==> src/rtl/gcm_sequencer_if.sv <==
// Command and block-stream handshake bundle between a message source and gcm_sequencer.
interface gcm_sequencer_if #(
    parameter int unsigned CNT_W = 16
);
    logic             cmd_valid;
    logic             cmd_ready;
    logic [95:0]      cmd_iv;
    logic [127:0]     cmd_key;
    logic [CNT_W-1:0] cmd_aad_blocks;
    logic [CNT_W-1:0] cmd_pt_blocks;
    logic             in_valid;
    logic             in_ready;
    logic [127:0]     in_data;

    modport master (
        output cmd_valid, cmd_iv, cmd_key, cmd_aad_blocks, cmd_pt_blocks, in_valid, in_data,
        input  cmd_ready, in_ready
    );

    modport slave (
        input  cmd_valid, cmd_iv, cmd_key, cmd_aad_blocks, cmd_pt_blocks, in_valid, in_data,
        output cmd_ready, in_ready
    );
endinterface

==> src/rtl/gcm_sequencer.sv <==
// Sequences one GCM message (AAD blocks, then PT blocks) into a fixed-latency AES-GCM pipeline,
// tracks ciphertext emergence and waits, with a timeout, for the final tag.
module gcm_sequencer #(
    parameter int unsigned LATENCY     = 9,
    parameter int unsigned CNT_W       = 16,
    parameter int unsigned TAG_TIMEOUT = 16
) (
    input  logic           clk,
    input  logic           rst,
    gcm_sequencer_if.slave bus,
    output logic           p_new_instance,
    output logic           p_pt_instance,
    output logic           p_block_valid,
    output logic [95:0]    p_iv,
    output logic [127:0]   p_key,
    output logic [127:0]   p_plain_text,
    output logic [127:0]   p_aad,
    output logic [63:0]    p_aad_size,
    output logic [63:0]    p_plain_text_size,
    input  logic [127:0]   p_cipher_text,
    input  logic [127:0]   p_tag,
    input  logic           p_tag_ready,
    output logic           ct_valid,
    output logic [127:0]   ct_data,
    output logic           tag_valid,
    output logic [127:0]   tag,
    output logic           busy,
    output logic           err
);
    localparam int unsigned TimeoutCycles = LATENCY + TAG_TIMEOUT;

    typedef enum logic [2:0] {StIdle, StAad, StPt, StEmpty, StWaitTag} state_e;

    state_e             state_q;
    logic [95:0]        iv_q;
    logic [127:0]       key_q;
    logic [CNT_W-1:0]   aad_blocks_q, pt_blocks_q, aad_rem_q, pt_rem_q;
    logic               first_q;
    logic               new_inst_q, pt_inst_q, blk_valid_q;
    logic [127:0]       pt_data_q, aad_data_q;
    logic [31:0]        wait_cnt_q;
    logic               tag_valid_q, err_q;
    logic [127:0]       tag_q;
    logic [LATENCY-1:0] ct_sr_q;
    logic               cmd_hs, in_hs;

    // Hold off a new command for the cycle in which tag_valid or err is presented.
    assign bus.cmd_ready = (state_q == StIdle) & ~tag_valid_q & ~err_q;
    assign bus.in_ready  = (state_q == StAad) | (state_q == StPt);
    assign cmd_hs        = bus.cmd_valid & bus.cmd_ready;
    assign in_hs         = bus.in_valid & bus.in_ready;

    always_ff @(posedge clk or posedge rst) begin
        if (rst) begin
            state_q      <= StIdle;
            iv_q         <= '0;
            key_q        <= '0;
            aad_blocks_q <= '0;
            pt_blocks_q  <= '0;
            aad_rem_q    <= '0;
            pt_rem_q     <= '0;
            first_q      <= 1'b0;
            new_inst_q   <= 1'b0;
            pt_inst_q    <= 1'b0;
            blk_valid_q  <= 1'b0;
            pt_data_q    <= '0;
            aad_data_q   <= '0;
            wait_cnt_q   <= '0;
            tag_valid_q  <= 1'b0;
            err_q        <= 1'b0;
            tag_q        <= '0;
            ct_sr_q      <= '0;
        end else begin
            new_inst_q  <= 1'b0;
            pt_inst_q   <= 1'b0;
            blk_valid_q <= 1'b0;
            pt_data_q   <= '0;
            aad_data_q  <= '0;
            tag_valid_q <= 1'b0;
            err_q       <= 1'b0;
            tag_q       <= '0;
            wait_cnt_q  <= '0;

            unique case (state_q)
                StIdle: begin
                    if (cmd_hs) begin
                        iv_q         <= bus.cmd_iv;
                        key_q        <= bus.cmd_key;
                        aad_blocks_q <= bus.cmd_aad_blocks;
                        pt_blocks_q  <= bus.cmd_pt_blocks;
                        aad_rem_q    <= bus.cmd_aad_blocks;
                        pt_rem_q     <= bus.cmd_pt_blocks;
                        first_q      <= 1'b1;
                        if (bus.cmd_aad_blocks != '0) begin
                            state_q <= StAad;
                        end else if (bus.cmd_pt_blocks != '0) begin
                            state_q <= StPt;
                        end else begin
                            // Zero-length message: the single empty issue happens during StEmpty.
                            state_q     <= StEmpty;
                            new_inst_q  <= 1'b1;
                            blk_valid_q <= 1'b1;
                            first_q     <= 1'b0;
                        end
                    end
                end
                StAad: begin
                    if (in_hs) begin
                        blk_valid_q <= 1'b1;
                        new_inst_q  <= first_q;
                        first_q     <= 1'b0;
                        aad_data_q  <= bus.in_data;
                        aad_rem_q   <= aad_rem_q - CNT_W'(1);
                        if (aad_rem_q == CNT_W'(1)) begin
                            state_q <= (pt_blocks_q != '0) ? StPt : StWaitTag;
                        end
                    end
                end
                StPt: begin
                    if (in_hs) begin
                        blk_valid_q <= 1'b1;
                        pt_inst_q   <= 1'b1;
                        new_inst_q  <= first_q;
                        first_q     <= 1'b0;
                        pt_data_q   <= bus.in_data;
                        pt_rem_q    <= pt_rem_q - CNT_W'(1);
                        if (pt_rem_q == CNT_W'(1)) begin
                            state_q <= StWaitTag;
                        end
                    end
                end
                StEmpty: begin
                    state_q <= StWaitTag;
                end
                StWaitTag: begin
                    if (p_tag_ready) begin
                        tag_valid_q <= 1'b1;
                        tag_q       <= p_tag;
                        state_q     <= StIdle;
                    end else if (wait_cnt_q == 32'(TimeoutCycles - 1)) begin
                        err_q   <= 1'b1;
                        state_q <= StIdle;
                    end else begin
                        wait_cnt_q <= wait_cnt_q + 32'd1;
                    end
                end
                default: state_q <= StIdle;
            endcase

            // Ciphertext emerges LATENCY cycles after each issued PT block.
            ct_sr_q[0] <= pt_inst_q & blk_valid_q;
            for (int i = 1; i < int'(LATENCY); i++) begin
                ct_sr_q[i] <= ct_sr_q[i-1];
            end
        end
    end

    assign p_new_instance    = new_inst_q;
    assign p_pt_instance     = pt_inst_q;
    assign p_block_valid     = blk_valid_q;
    assign p_iv              = iv_q;
    assign p_key             = key_q;
    assign p_plain_text      = pt_data_q;
    assign p_aad             = aad_data_q;
    assign p_aad_size        = {{(57 - CNT_W){1'b0}}, aad_blocks_q, 7'b0};
    assign p_plain_text_size = {{(57 - CNT_W){1'b0}}, pt_blocks_q, 7'b0};
    assign ct_valid          = ct_sr_q[LATENCY-1];
    assign ct_data           = ct_valid ? p_cipher_text : '0;
    assign tag_valid         = tag_valid_q;
    assign tag               = tag_q;
    assign busy              = (state_q != StIdle);
    assign err               = err_q;
endmodule

==> src/flat_wrapper.sv <==
// flat-port wrapper written by rule: the top's interface ports become plain ports
module gcm_sequencer_flat 
#(
    parameter int unsigned LATENCY     = 9,
    parameter int unsigned CNT_W       = 16,
    parameter int unsigned TAG_TIMEOUT = 16
)
  (clk, rst, p_new_instance, p_pt_instance, p_block_valid, p_iv, p_key, p_plain_text, p_aad, p_aad_size, p_plain_text_size, p_cipher_text, p_tag, p_tag_ready, ct_valid, ct_data, tag_valid, tag, busy, err, bus_cmd_valid, bus_cmd_iv, bus_cmd_key, bus_cmd_aad_blocks, bus_cmd_pt_blocks, bus_in_valid, bus_in_data, bus_cmd_ready, bus_in_ready);
  gcm_sequencer_if #(.CNT_W(CNT_W)) bus_i ();
  input  logic clk;
  input  logic rst;
  output logic p_new_instance;
  output logic p_pt_instance;
  output logic p_block_valid;
  output logic [95:0] p_iv;
  output logic [127:0] p_key;
  output logic [127:0] p_plain_text;
  output logic [127:0] p_aad;
  output logic [63:0] p_aad_size;
  output logic [63:0] p_plain_text_size;
  input  logic [127:0] p_cipher_text;
  input  logic [127:0] p_tag;
  input  logic p_tag_ready;
  output logic ct_valid;
  output logic [127:0] ct_data;
  output logic tag_valid;
  output logic [127:0] tag;
  output logic busy;
  output logic err;
  input wire logic [$bits(bus_i.cmd_valid)-1:0] bus_cmd_valid;
  input wire logic [$bits(bus_i.cmd_iv)-1:0] bus_cmd_iv;
  input wire logic [$bits(bus_i.cmd_key)-1:0] bus_cmd_key;
  input wire logic [$bits(bus_i.cmd_aad_blocks)-1:0] bus_cmd_aad_blocks;
  input wire logic [$bits(bus_i.cmd_pt_blocks)-1:0] bus_cmd_pt_blocks;
  input wire logic [$bits(bus_i.in_valid)-1:0] bus_in_valid;
  input wire logic [$bits(bus_i.in_data)-1:0] bus_in_data;
  output wire logic [$bits(bus_i.cmd_ready)-1:0] bus_cmd_ready;
  output wire logic [$bits(bus_i.in_ready)-1:0] bus_in_ready;
  assign bus_i.cmd_valid = bus_cmd_valid;
  assign bus_i.cmd_iv = bus_cmd_iv;
  assign bus_i.cmd_key = bus_cmd_key;
  assign bus_i.cmd_aad_blocks = bus_cmd_aad_blocks;
  assign bus_i.cmd_pt_blocks = bus_cmd_pt_blocks;
  assign bus_i.in_valid = bus_in_valid;
  assign bus_i.in_data = bus_in_data;
  assign bus_cmd_ready = bus_i.cmd_ready;
  assign bus_in_ready = bus_i.in_ready;
  gcm_sequencer #(.LATENCY(LATENCY), .CNT_W(CNT_W), .TAG_TIMEOUT(TAG_TIMEOUT)) u_core (.clk(clk), .rst(rst), .bus(bus_i), .p_new_instance(p_new_instance), .p_pt_instance(p_pt_instance), .p_block_valid(p_block_valid), .p_iv(p_iv), .p_key(p_key), .p_plain_text(p_plain_text), .p_aad(p_aad), .p_aad_size(p_aad_size), .p_plain_text_size(p_plain_text_size), .p_cipher_text(p_cipher_text), .p_tag(p_tag), .p_tag_ready(p_tag_ready), .ct_valid(ct_valid), .ct_data(ct_data), .tag_valid(tag_valid), .tag(tag), .busy(busy), .err(err));
endmodule
==> config.mk <==
export PLATFORM = sky130hd
export DESIGN_NAME = gcm_sequencer_flat
export DESIGN_NICKNAME = d
export VERILOG_FILES = /design/src/rtl/gcm_sequencer_if.sv /design/src/rtl/gcm_sequencer.sv /design/src/flat_wrapper.sv
export SDC_FILE = /design/constraint.sdc
export NUM_CORES = 1
export LEC_CHECK = 0
export ABC_AREA = 1
export CORE_AREA = 8 8 588 590
export CTS_CLUSTER_SIZE = 12
export DETAILED_ROUTE_END_ITERATION = 8
export DIE_AREA = 0 0 596 598
export PLACE_DENSITY = 0.3
export SYNTH_ARGS = -nofsm -noshare
export SYNTH_HDL_FRONTEND = slang
export SYNTH_SLANG_ARGS = --single-unit
==> constraint.sdc <==
create_clock -name clk -period 38.2 [get_ports clk]
set_input_delay 7.64 -clock clk [delete_from_list [all_inputs] [get_ports clk]]
set_output_delay 7.64 -clock clk [all_outputs]
set_load 0.02 [all_outputs]
* Word-level counts from Yosys, hierarchy flattened *
Index checks and enable logic that the tools add are counted.

storage, ports and cells
  latch bits = 0
  memory bits (writable) = 0
  logic and storage cells = 101
  ROM bits = 0
  output and inout bits = 873
  register bits = 722
  memories = 0
  input bits = 645

operators by class
  equality and inequality tests = 14
  multiply operators = 0
  shift-type cells = 0
  add/subtract/negate cells = 3
  div/mod/pow operators = 0
  bitwise gates (word level) = 8
  $lt $le $gt $ge = 0
  reductions and logical operators = 14
  muxes and demuxes = 44

operators with widths
  cell                   count
  $mux 128               6
  $mux 32                3
  $mux 16                4
  $pmux 16 s2            2
  $reduce_bool 16->1     3
  $add 32x1->32 const B  1
  $eq 16x1->1 const B    2
  $eq 32x5->1 const B    1
  $sub 16x1->16 const B  2
  $mux 3                 9
  $mux 1                 16
  $pmux 3 s5             1
  $reduce_and 3->1       3
  $ne 2x1->1 const B     4
  $eq 3x2->1 const B     2
  $pmux 1 s2             3
  $reduce_and 6->1       1
  $reduce_bool 2->1      3
  $and 1x1->1            5
  $ne 2x2->1 const B     2
  $eq 3x1->1 const B     1
  $eq 3x3->1 const B     1
  $logic_not 3->1        1
  $ne 3x2->1 const B     1
  5 further kinds        6

* Depth between registers and ports, before layout *
  depth in word-level cells = 6
  depth in mapped cells = 11
  gate-level depth less buffers = 11

* Least setup slack after synthesis *
Ideal clock, no wire load.

  kind = input -> output
  start = in p_cipher_text[100]
  end = out ct_data[100]
  slack = 22.732 ns
  path buffers = 0
  arrival time = 7.828 ns
  required time = 30.560 ns
  stages = 2
  cells stage by stage = nand2_1 inv_1

on the way
  cells in the longest elaborated chain, start to end = 1

ends and longest elaborated chain
  item             RTL line              RTL
  start, declared  flat_wrapper.sv:21    input logic [127:0] p_cipher_text;
  $mux 128         gcm_sequencer.sv:168  assign ct_data = ct_valid ? p_cipher_text : '0;
  end, declared    flat_wrapper.sv:25    output logic [127:0] ct_data;

No other way between the ends.

* Worst setup path after layout *
  start = in p_cipher_text[97]
  end = out ct_data[97]

Same word-level chain as after synthesis.

==> qor.csv <==
metric,value,unit
Worst R2R End,u_core.p_key[25]$_DFFE_PP0P_,
"EDFF count, synth",0,
fin area,0.0512,mm²
first-pass GRT wire length,292000,µm
Hold Path Class,flop to flop,
vias in the first global route,27200,
Std-Cell Rows,213,
vias post-DR,25700,
Reg2Reg Depth,8,
Max Root-Sink Buffers,4,
top-count cell post-synth,dfrtp_1,
Clk network pwr share,28.7,%
switching power of the nets,0.00133,W
worst setup path class,primary input to primary output,
register area share after synthesis,62.8,%
worst slew pin tran,0.972,ns
reg2reg start,u_core.state_q[0]$_DFFE_PP0P_,
Yosys top cell area share,62.8,%
Synthesis Warnings,0,
initial antenna violation count,150,
DRT Pass-1 Iters,5,
Fin. Hold Viols,0,
min Tclk post-route,17.01,ns
DP Worst Slack,21.00,ns
"Period Utilization, post-route",44.5,%
post-DP HPWL,193000,µm
Worst Skew,0.0693,ns
sequential share of power,32.1,%
setup TNS,0,ns
Critical Path Start,p_cipher_text[97],
clock latency on the worst-skew pair,0.82,ns
largest net degree at the start of global routing,93,
leakage power,22.2,nW
io pins,1518,
number of buffers created by CTS,105,
final WL,230000,µm
ANT nets after route,0,
Power Density,66.8,mW/mm²
Main synth FF type,dfrtp_1,
CTS tree,built,
clock-pin slew on the worst setup and hold paths,0.05,ns
Post-DP Area,0.0477,mm²
Hold Path Sink,u_core.ct_sr_q[3]$_DFF_PP0_,
cts repair resizes,0,
Max Cap Viol,0,
Max VDD drop,0.0000430,V
Fmax achieved,0.0588,GHz
gr usage total,12.3,%
Sw Ratio,38.8,%
Clock Sinks,722,
nets@finish,4893,
grt ovf,0,
Die Y,598,µm
IO buf count,1421,
"Max FO, Critical Path",1,
Via density,2.93,
Critical Path AT,9.37,ns
hold depth,0,
main area contributors after synthesis,"dfrtp_1 (63%), mux2_1 (7.0%), nand2_1 (6.5%), nor2_1 (5.4%), inv_1 (4.8%)",
FF-to-FF setup slack,34.25,ns
"Slew Viols, Final",0,
Clock Tree Root,clkbuf_16,
Starting Density,8.56,%
Worst Slack Setup Final,21.19,ns
Avg Synthesized Cell Area,10.2,µm²
Post-Syn Area,0.0288,mm²
status,completed,
Hold Startpoint,u_core.ct_sr_q[2]$_DFF_PP0_,
Final GP Congestion,0.862,
Mapped Cells,2812,
ratio of cells with drive above 1 in the final layout,5.74,%
unrepaired setup endpoints after global routing,false,
Crit path required time,30.56,ns
Synth area leader,dfrtp_1,
Setup crit end kind,primary output,
final setup fails,0,
Core Area,0.336,mm²
combinational fraction of design power,39.2,%
Synth cell types,35,
Startpoint Class,primary input,
DRC viols,0,
WL/cell,26.2,µm
most frequent cells after synthesis,"dfrtp_1 (722), nand2_1 (498), nor2_1 (411), inv_1 (366), mux2_1 (180)",
H-tree levels,3,
Die Wd,596,µm
DR iter-0 viols,1337,
ys async rst share,100,%
"FF+latch count, synth",722,
P&R area growth vs syn,78.1,%
hold_buf cts,0,
post-CTS repair timing setup buffer count,0,
worst relative slew slack,35.2,%
Die ar.,0.356,mm²
Int Pwr,0.00209,W
[layer usage]
layer,track usage [%],vias up,part of all wire [%]
li1,-,11400,-
met1,13.1,12700,37
met2,22.3,1079,51
met3,4.82,348,8.6
met4,3.34,138,3.0
met5,0,-,0.39
[cells in the final DEF (no fill, tap or decap), types with 5 or more instances in the layout]
| master | n |
|---|---|
| clkdlybuf4s50_1 | 1416 |
| dfrtp_1 | 721 |
| nand2_1 | 498 |
| nor2_1 | 411 |
| inv_1 | 363 |
| mux2_1 | 180 |
| nor3_1 | 151 |
| clkbuf_16 | 106 |
| conb_1 | 96 |
| o21ai_0 | 88 |
| diode_2 | 50 |
| mux2_2 | 46 |
| nand3_1 | 43 |
| buf_4 | 36 |
| clkbuf_1 | 31 |
| a21oi_1 | 24 |
| clkbuf_8 | 23 |
| nand4_1 | 16 |
| clkinv_2 | 11 |
| ha_1 | 6 |
| xnor2_1 | 5 |
| xor2_1 | 5 |
[sequential cells by signal (all words and copies together), names as in the netlist]
register               flops
u_core.ct_sr_q             9
u_core.wait_cnt_q         32
u_core.p_block_valid       1
u_core.aad_blocks_q       16
u_core.pt_blocks_q        16
u_core.p_pt_instance       1
u_core.p_key             128
u_core.p_iv               96
u_core.first_q             1
u_core.tag               128
u_core.p_aad             128
u_core.p_plain_text      128
u_core.err                 1
u_core.pt_rem_q           16
u_core.state_q             3
u_core.p_new_instance      1
u_core.tag_valid           1
u_core.aad_rem_q          16
[stage by stage]
step	cells	hold WS [ns]	power, W	utilization, %
global route	8756	0.359	0.00362	15.2
CTS	8725	0.351	0.00353	15.2
detailed placement	8542	0.336	0.00250	14.2
global placement	8542	0.332	0.00249	14.2
finish	8775	0.347	0.00342	15.3
floorplan	2907	0.331	0.00172	-
[area by class of cell]
cell class | count | area, µm²
Inverter | 371 | 1410
Tap cell | 4407 | 5510
Clock inverter | 23 | 259
Fill cell | 37900 | 285000
Antenna cell | 50 | 125
Clock buffer | 160 | 3090
Timing Repair Buffer | 1452 | 14400
Multi-Input combinational cell | 1590 | 8300
Sequential cell | 722 | 18100
[cell families after synthesis]
family	after synthesis	share of synthesized area, %
adder cells (fa/ha/maj)	6	0.261
other	1	0.0130
AO/OA/AOI/OAI	125	2.28
AND/OR/NAND/NOR	1127	15.8
flip-flops	722	62.8
multiplexers	226	8.85
XOR/XNOR	10	0.305
buffers and inverters	595	9.63
[critical path: stages]
cell,delay [ns]
clkdlybuf4s50_1,0.73
nand2_1,0.18
inv_1,0.11
clkdlybuf4s50_1,0.69
[how the worst max path moves through the flow]
stage                                    endpoint  slack, ns  cells after the start
2_1_floorplan  u_core.aad_blocks_q[0]$_DFFE_PP0P_      10.31                      1
3_3_place_gp                          ct_data[97]      20.99                      4
6_report                              ct_data[97]      21.19                      4
3_5_place_dp                          ct_data[97]      21.00                      4
4_1_cts                               ct_data[97]      21.00                      4
5_1_grt                               ct_data[97]      21.09                      4
[power by group through the flow]
stage               Sequential (W)  Clock, W  Combinational, W
global placement           0.00111         0           0.00139
detailed placement         0.00111         0           0.00139
floorplan                  0.00131         0          0.000414
finish                     0.00110  0.000984           0.00134
global route               0.00112   0.00106           0.00144
CTS                        0.00110   0.00104           0.00140
No activity file was read; power rests on OpenSTA's default activity.
